[src/rtl/telemetry_pkg.sv]
// Shared definitions for the telemetry value formatter.
//   ASCII_ZERO / ASCII_SPACE / ASCII_NINE : byte constants used when formatting digits
//   fmt_state_t                           : conversion FSM states
//   bcd_digits(width)                     : BCD digit count that holds any width-bit unsigned value
package telemetry_pkg;

    localparam logic [7:0] ASCII_ZERO  = 8'h30;
    localparam logic [7:0] ASCII_SPACE = 8'h20;
    localparam logic [7:0] ASCII_NINE  = 8'h39;

    typedef enum logic [2:0] {
        IDLE,
        LOAD,
        SHIFT,
        STORE,
        COMMIT
    } fmt_state_t;

    // ceil(width * log10(2)) + 1, using log10(2) ~= 0.30103 in fixed point.
    // width * log10(2) is never an exact integer for width > 0, so rounding up is safe.
    function automatic int bcd_digits(input int width);
        return (width * 30103 + 99999) / 100000 + 1;
    endfunction

endpackage

[src/rtl/bcd_dabble_step.sv]
// One double-dabble iteration: add 3 to every BCD nibble that is >= 5,
// then shift the whole vector left by one with bit_in entering the LSB.
//   bcd_in  : current BCD accumulator (DIGITS nibbles)
//   bit_in  : next binary bit, MSB first
//   bcd_out : corrected and shifted accumulator
module bcd_dabble_step #(
    parameter int DIGITS = 4
) (
    input  logic [4*DIGITS-1:0] bcd_in,
    input  logic                bit_in,
    output logic [4*DIGITS-1:0] bcd_out
);

    logic [4*DIGITS-1:0] adj;

    always_comb begin
        adj = bcd_in;
        for (int d = 0; d < DIGITS; d++) begin
            if (bcd_in[4*d +: 4] >= 4'd5) begin
                adj[4*d +: 4] = bcd_in[4*d +: 4] + 4'd3;
            end
        end
        bcd_out = {adj[4*DIGITS-2:0], bit_in};
    end

endmodule

[src/rtl/telemetry_value_formatter.sv]
// Converts NUM_SIGNALS unsigned telemetry values into fixed-width decimal ASCII
// for the text panel. All values are snapshotted on frame_start, converted one
// at a time with a serial double-dabble loop, and committed to digits_ascii in
// a single cycle so the panel never shows a mix of old and new values.
//   clk          : only clock
//   reset        : synchronous, active-high
//   frame_start  : one-cycle pulse that starts a conversion when idle
//   value        : live telemetry values (unsigned)
//   digits_ascii : committed ASCII digits, digit index 0 is most significant
//   busy         : high while a conversion is in progress
//   update_done  : one-cycle pulse in the first cycle new digits are visible
//   overrun      : high in any cycle where frame_start arrives while busy
module telemetry_value_formatter
    import telemetry_pkg::*;
#(
    parameter int NUM_SIGNALS         = 7,
    parameter int VALUE_WIDTH         = 9,
    parameter int NUM_VALUE_DIGITS    = 3,
    parameter int BLANK_LEADING_ZEROS = 0
) (
    input  logic                                               clk,
    input  logic                                               reset,
    input  logic                                               frame_start,
    input  logic [NUM_SIGNALS-1:0][VALUE_WIDTH-1:0]            value,
    output logic [NUM_SIGNALS-1:0][NUM_VALUE_DIGITS-1:0][7:0]  digits_ascii,
    output logic                                               busy,
    output logic                                               update_done,
    output logic                                               overrun
);

    function automatic longint unsigned pow10(input int n);
        longint unsigned p;
        p = 1;
        for (int i = 0; i < n; i++) begin
            p = p * 10;
        end
        return p;
    endfunction

    localparam int              BCD_DIGITS = bcd_digits(VALUE_WIDTH);
    localparam int              BCD_W      = 4 * BCD_DIGITS;
    localparam int              IDX_W      = (NUM_SIGNALS > 1) ? $clog2(NUM_SIGNALS) : 1;
    localparam int              CNT_W      = (VALUE_WIDTH > 1) ? $clog2(VALUE_WIDTH) : 1;
    localparam longint unsigned SAT_LIMIT  = pow10(NUM_VALUE_DIGITS) - 1;

    // Saturate values that do not fit, otherwise emit the low digits as ASCII
    // and optionally blank leading zeros (the last digit always stays visible).
    function automatic logic [NUM_VALUE_DIGITS-1:0][7:0] format_row(
        input logic [VALUE_WIDTH-1:0] raw,
        input logic [BCD_W-1:0]       bcd_val
    );
        logic [NUM_VALUE_DIGITS-1:0][7:0] row;
        logic                             leading;
        if (64'(raw) > SAT_LIMIT) begin
            row = {NUM_VALUE_DIGITS{ASCII_NINE}};
        end else begin
            for (int k = 0; k < NUM_VALUE_DIGITS; k++) begin
                // Shifting past the top of bcd_val yields zero digits when the
                // field is wider than the BCD accumulator.
                row[k] = ASCII_ZERO + {4'b0000, 4'(bcd_val >> (4 * (NUM_VALUE_DIGITS - 1 - k)))};
            end
            if (BLANK_LEADING_ZEROS != 0) begin
                leading = 1'b1;
                for (int k = 0; k < NUM_VALUE_DIGITS - 1; k++) begin
                    if (leading && row[k] == ASCII_ZERO) begin
                        row[k] = ASCII_SPACE;
                    end else begin
                        leading = 1'b0;
                    end
                end
            end
        end
        return row;
    endfunction

    fmt_state_t                                        state;
    logic [IDX_W-1:0]                                  sig_idx;
    logic [CNT_W-1:0]                                  bit_cnt;
    logic [VALUE_WIDTH-1:0]                            bin_sr;
    logic [BCD_W-1:0]                                  bcd;
    logic [BCD_W-1:0]                                  bcd_next;
    logic [NUM_SIGNALS-1:0][VALUE_WIDTH-1:0]           snapshot;
    logic [NUM_SIGNALS-1:0][NUM_VALUE_DIGITS-1:0][7:0] staging;

    bcd_dabble_step #(
        .DIGITS (BCD_DIGITS)
    ) u_step (
        .bcd_in  (bcd),
        .bit_in  (bin_sr[VALUE_WIDTH-1]),
        .bcd_out (bcd_next)
    );

    // A request while busy is dropped; flag it in the same cycle it arrives.
    assign overrun = frame_start && busy;

    always_ff @(posedge clk) begin
        if (reset) begin
            state        <= IDLE;
            sig_idx      <= '0;
            bit_cnt      <= '0;
            bin_sr       <= '0;
            bcd          <= '0;
            snapshot     <= '0;
            staging      <= '0;
            digits_ascii <= {(NUM_SIGNALS * NUM_VALUE_DIGITS){ASCII_ZERO}};
            busy         <= 1'b0;
            update_done  <= 1'b0;
        end else begin
            update_done <= 1'b0;
            case (state)
                IDLE: begin
                    if (frame_start) begin
                        snapshot <= value;
                        sig_idx  <= '0;
                        busy     <= 1'b1;
                        state    <= LOAD;
                    end
                end
                // Begin conversion of one snapshot entry
                LOAD: begin
                    bin_sr  <= snapshot[sig_idx];
                    bcd     <= '0;
                    bit_cnt <= '0;
                    state   <= SHIFT;
                end
                // One binary bit per cycle, MSB first
                SHIFT: begin
                    bcd    <= bcd_next;
                    bin_sr <= bin_sr << 1;
                    if (bit_cnt == CNT_W'(VALUE_WIDTH - 1)) begin
                        state <= STORE;
                    end else begin
                        bit_cnt <= bit_cnt + CNT_W'(1);
                    end
                end
                // Format the finished row into staging
                STORE: begin
                    staging[sig_idx] <= format_row(snapshot[sig_idx], bcd);
                    if (sig_idx == IDX_W'(NUM_SIGNALS - 1)) begin
                        state <= COMMIT;
                    end else begin
                        sig_idx <= sig_idx + IDX_W'(1);
                        state   <= LOAD;
                    end
                end
                // Publish every row at once
                COMMIT: begin
                    digits_ascii <= staging;
                    update_done  <= 1'b1;
                    busy         <= 1'b0;
                    state        <= IDLE;
                end
                default: begin
                    busy  <= 1'b0;
                    state <= IDLE;
                end
            endcase
        end
    end

endmodule

[config.mk]
export PLATFORM = sky130hd
export DESIGN_NAME = telemetry_value_formatter
export DESIGN_NICKNAME = d
export VERILOG_FILES = /design/src/rtl/telemetry_pkg.sv /design/src/rtl/bcd_dabble_step.sv /design/src/rtl/telemetry_value_formatter.sv
export SDC_FILE = /design/constraint.sdc
export NUM_CORES = 1
export LEC_CHECK = 0
export ABC_AREA = 1
export BUFFER_PORTS_ARGS = -buffer_cell sky130_fd_sc_hd__buf_2
export CORE_MARGIN = 2
export CORE_UTILIZATION = 30
export CTS_CLUSTER_SIZE = 25
export DETAILED_ROUTE_END_ITERATION = 12
export GPL_TIMING_DRIVEN = 0
export PLACE_DENSITY = 0.53
export SYNTH_ARGS = -nofsm -noshare
export SYNTH_HDL_FRONTEND = slang
export SYNTH_SLANG_ARGS = --single-unit
[constraint.sdc]
create_clock -name clk -period 4 [get_ports clk]
set_input_delay 1.2 -clock clk [delete_from_list [all_inputs] [get_ports clk]]
set_output_delay 1.2 -clock clk [all_outputs]
set_load 0.01 [all_outputs]
**Word-level counts from Yosys, hierarchy flattened**

Cells that the tools add are included.

- Reductions and logical operators: 11
- Bitwise operators: 1
- Equal/unequal tests: 10
- $add $sub $neg: 9
- Magnitude comparators: 6
- Mux-type cells: 25

Operator list:

| kind | number |
|---|---|
| 168-bit bitwise mux | 1 |
| 24-bit demux with 3-bit select | 1 |
| 24-bit 2-to-1 mux | 3 |
| 16-bit one-hot mux with 2 select lines | 1 |
| 9-bit binary-select mux with 3-bit select | 1 |
| 6-bit by 4-bit adder with 7-bit output, first input constant | 3 |
| 3-bit 2-to-1 mux | 6 |
| 9-bit one-hot mux with 2 select lines | 1 |
| 4-bit by 3-bit greater-or-equal comparator with 1-bit output, second input constant | 4 |
| 4-bit 2-to-1 mux | 4 |
| 4-bit by 2-bit adder with 4-bit output, second input constant | 3 |
| 3-bit one-hot mux with 4 select lines | 1 |
| 9-bit 2-to-1 mux | 1 |
| 2-bit != test, second input constant | 4 |
| 4-bit one-hot mux with 2 select lines | 1 |
| 2-bit AND reduction | 4 |
| 3-bit by 2-bit equality test with 1-bit output, second input constant | 2 |
| 3-bit equality test, second input constant | 2 |
| 3-bit one-hot mux with 2 select lines | 1 |
| 4-bit by 1-bit adder with 4-bit output, second input constant | 1 |
| 4-bit equality test, second input constant | 1 |
| 3-bit by 4-bit less-than comparator with 1-bit output, second input constant | 1 |
| 2-bit nonzero test | 2 |
| 3-bit by 1-bit adder with 3-bit output, second input constant | 1 |
| other kinds (10) | 12 |

- Bits of input ports: 66
- Word-level logic and storage cells: 118
- Register bits: 436
- Output and inout port bits: 171

**Longest topological paths before layout**

- Word-level depth: 5
- Depth in mapped cells: 11

**By module**

Synthesis repeated with hierarchy kept, for this count alone.

- Cells, all modules: 1493
- Area total of the unflattened synthesis: 11544.8 sq um

By module, submodules not included:

| module | area an instance (sq um) | cells an instance | times used |
|---|---|---|---|
| telemetry_value_formatter | 11068.1 | 1408 | 1 |
| bcd_dabble_step | 476.7 | 85 | 1 |

**Least setup slack after synthesis**

No wires, ideal clock.

- Kind: in2out
- Start point: in frame_start
- End point: out overrun
- Path slack: 1.479 ns
- Arrival time: 1.321 ns
- Buffers on the path: 0
- Required time: 2.800 ns
- Stages: 2
- Cell sequence: nand2_1 -> inv_1

- Longest elaborated chain between the ends: 1

Ends and longest elaborated chain:

| element | RTL line | source |
|---|---|---|
| from (decl) | telemetry_value_formatter.sv:23 | `input logic frame_start,` |
| 1-bit logical AND | telemetry_value_formatter.sv:94 | `assign overrun = frame_start && busy;` |
| to (decl) | telemetry_value_formatter.sv:28 | `output logic overrun` |

No other way between the ends.

**Final worst setup path**

Ends and elaborated chain as after synthesis.

==> run_results.csv <==
group,metric,value,unit
placement,place_congestion,0.801,
sta,fmaxAchievable,364,MHz
die,io_pins,237,
layout,syn2layout_area_growth,24.6,%
min_path,hold_class,"flip-flop to flip-flop",
critical_path,worstPathMaxFanout,3,
sta,skew,0.0134,ns
critical_path,critPathCaptureType,"output port",
critical_path,ff2ff_path_depth,10,
placement,hpwl,24.1,mm
drt,drt-pass1-iter-count,5,
die,start_util,30.4,%
clock_network,clk_latency,0.57,ns
global_routing,grt_pass1_wl,50.7,mm
drt,wl,32.8,mm
yosys,synth_top_area_cell,"dfxtp_1",
yosys,yosysMostFrequentCell,"dfxtp_1",
placement,io_buffers,193,
clock_network,cts_root_buf,"clkbuf_16",
die,core-area,36400,sq um
sta,worst_pin_slew,0.681,ns
global_routing,grt_pass1_vias,9288,
sta,finalHoldViolations,0,
clock_network,post_cts_buffers,0,
die,fp.dieW,196,um
sta,final.setup.worst_slack,1.25,ns
power_and_ir_drop,power.leakage,6.13,nW
yosys,synthDistinctLibCells,33,
yosys,synth_area_leaders,"dfxtp_1 50%, o21ai_0 11%, a21oi_1 8.0%",
yosys,async_flop_share,0,%
outcome,run_status,"complete, no violations",
critical_path,reg2reg_from,"bcd[5]$_SDFFE_PP0P_",
sta,final.setup.tns,0,ns
yosys,synth-seq-cells,278,
critical_path,start_kind,"input port",
clock_network,cts_tree,"built",
drt,postRouteAntennaNets,0,
clock_network,htree_num_levels,1,
sta,min_period_over_period,68.7,%
drt,vias_per_cell,4.55,
clock_network,clockBufferDepth,3,
flow_run,maxCapViolCount,0,
yosys,avgSynthCellArea,7.76,sq um
min_path,min_path_cells,2,
power_and_ir_drop,pwr_density_cell,461,nW/um^2
layout,nets,1769,
sta,period_needed,2.75,ns
global_routing,grt_start_max_net_pins,17,
yosys,netlist_instances,1426,
clock_network,cts_resized,0,
die,dieArea,38500,sq um
drt,drc,0,
yosys,synth_edf_count,0,
global_routing,grt.total_usage,16.7,%
critical_path,critPathKind,"input port to output port",
yosys,ys_warn_count,0,
drt,vias,9935,
sta,rsz0062_at_grt,"no",
yosys,yosys_most_used_dff,"dfxtp_1",
power_and_ir_drop,peakVddDrop,0.315,mV
die,die_y,196,um
sta,finalSetupViolCount,0,
layout,n_antenna_cell,0,
critical_path,required,2.80,ns
layout,post_route_cells_drive_above_1_share,22.0,%
yosys,ys_seq_area_share,50.3,%
yosys,netlist_area,11100,sq um
clock_network,cts_buffers,31,
clock_network,cts_sinks,278,
sta,drv_slew,0,
placement,place_ws,1.07,ns
drt,wire_per_inst,15.0,um
global_routing,grt_antenna_before_repair,1,
sta,relSlewSlack,54.6,%
critical_path,worstPathArrival,1.55,ns
die,num_rows,70,
clock_network,cts_hold_buffers,0,
clock_network,clk_pin_slew,0.05,ns
yosys,synth.top_cell.area_share,50.3,%
yosys,yosys-top-cells-count,"278 x dfxtp_1, 247 x o21ai_0, 214 x nor2_1",
min_path,min-delay-start,"snapshot[18]$_SDFFE_PP0P_",
global_routing,grt_overflow,0,
sta,holdWs,0.445,ns
drt,drt_iter0_markers,552,
critical_path,critPathLaunch,"frame_start",
## area by class of cell
| cell class | instances | area, sq um |
|---|---|---|
| plain buffers | 168 | 995 |
| clock buffers | 51 | 951 |
| inverters | 107 | 404 |
| well taps | 468 | 586 |
| multi-input cells | 914 | 4260 |
| fillers | 3856 | 22600 |
| repair buffers | 193 | 966 |
| flip-flops and latches | 278 | 5570 |
| clock inverters | 6 | 70.1 |
## cell families after synthesis
group / after synthesis / share of synthesized area [%]
adder cells (fa/ha/maj): 10 / 1.13
buffers and inverters: 275 / 12.6
AO/OA/AOI/OAI: 436 / 19.9
AND/OR/NAND/NOR: 424 / 15.8
XOR/XNOR: 2 / 0.158
flip-flops: 278 / 50.3
other: 1 / 0.0339
## flip-flops by register name, summed over array words and instances, names as in the netlist
name	flops
staging	91
bit_cnt	4
update_done	1
bin_sr	9
digits_ascii	91
snapshot	63
state	3
busy	1
sig_idx	3
bcd	12
## power by group
part	internal, W	switching [W]
clock network	0.00168	0.00112
registers	0.00289	0.0000486
logic	0.000211	0.000409
total	0.00478	0.00158
## stage by stage
stage | area (sq um) | util [%] | cells | power [W]
detailed placement | 12800 | 35.1 | 2128 | 0.00362
global route | 13800 | 37.9 | 2185 | 0.00664
global placement | 12800 | 35.1 | 2128 | 0.00361
CTS | 13800 | 37.9 | 2185 | 0.00643
floorplan | 11200 | - | 1467 | 0.00342
finish | 13800 | 37.9 | 2185 | 0.00636
## final timing paths
kind,to,slack [ns]
worst min-delay path,snapshot[18]$_SDFFE_PP0P_,0.44
worst max-delay path,overrun,1.25
worst max register to register,bcd[8]$_SDFFE_PP0P_,2.05
worst min register to register,snapshot[18]$_SDFFE_PP0P_,0.44
## per-layer routing
| metal | track usage [%] | up-vias | routed length (um) |
|---|---|---|---|
| li1 | - | 5072 | - |
| met2 | 28.9 | 299 | 15600 |
| met3 | 2.29 | 56 | 1730 |
| met1 | 21.7 | 4506 | 14600 |
| met4 | 4.35 | 2 | 741 |
| met5 | 0 | - | 13 |
## cells in the final DEF, fill, tap and decap left out, types with 4 or more instances in the layout
cell | synthesis | routed
clkinv_2 | 0 | 4
nand3_1 | 44 | 44
inv_2 | 7 | 7
clkinv_1 | 11 | 11
o21ai_1 | 4 | 4
o21bai_1 | 4 | 4
dfxtp_1 | 278 | 278
conb_1 | 1 | 42
o21ai_0 | 247 | 247
clkbuf_8 | 0 | 10
inv_1 | 88 | 88
ha_1 | 10 | 10
clkbuf_1 | 49 | 59
buf_4 | 87 | 87
nand2_1 | 147 | 147
clkbuf_16 | 0 | 31
a21oi_1 | 176 | 176
buf_2 | 29 | 222
nor2_1 | 214 | 214
## worst max-delay path, stage by stage
cell	delay, ns
buf_2	0.13
nand2_1	0.06
inv_1	0.03
buf_2	0.12
(Power assumes the default switching activity.)
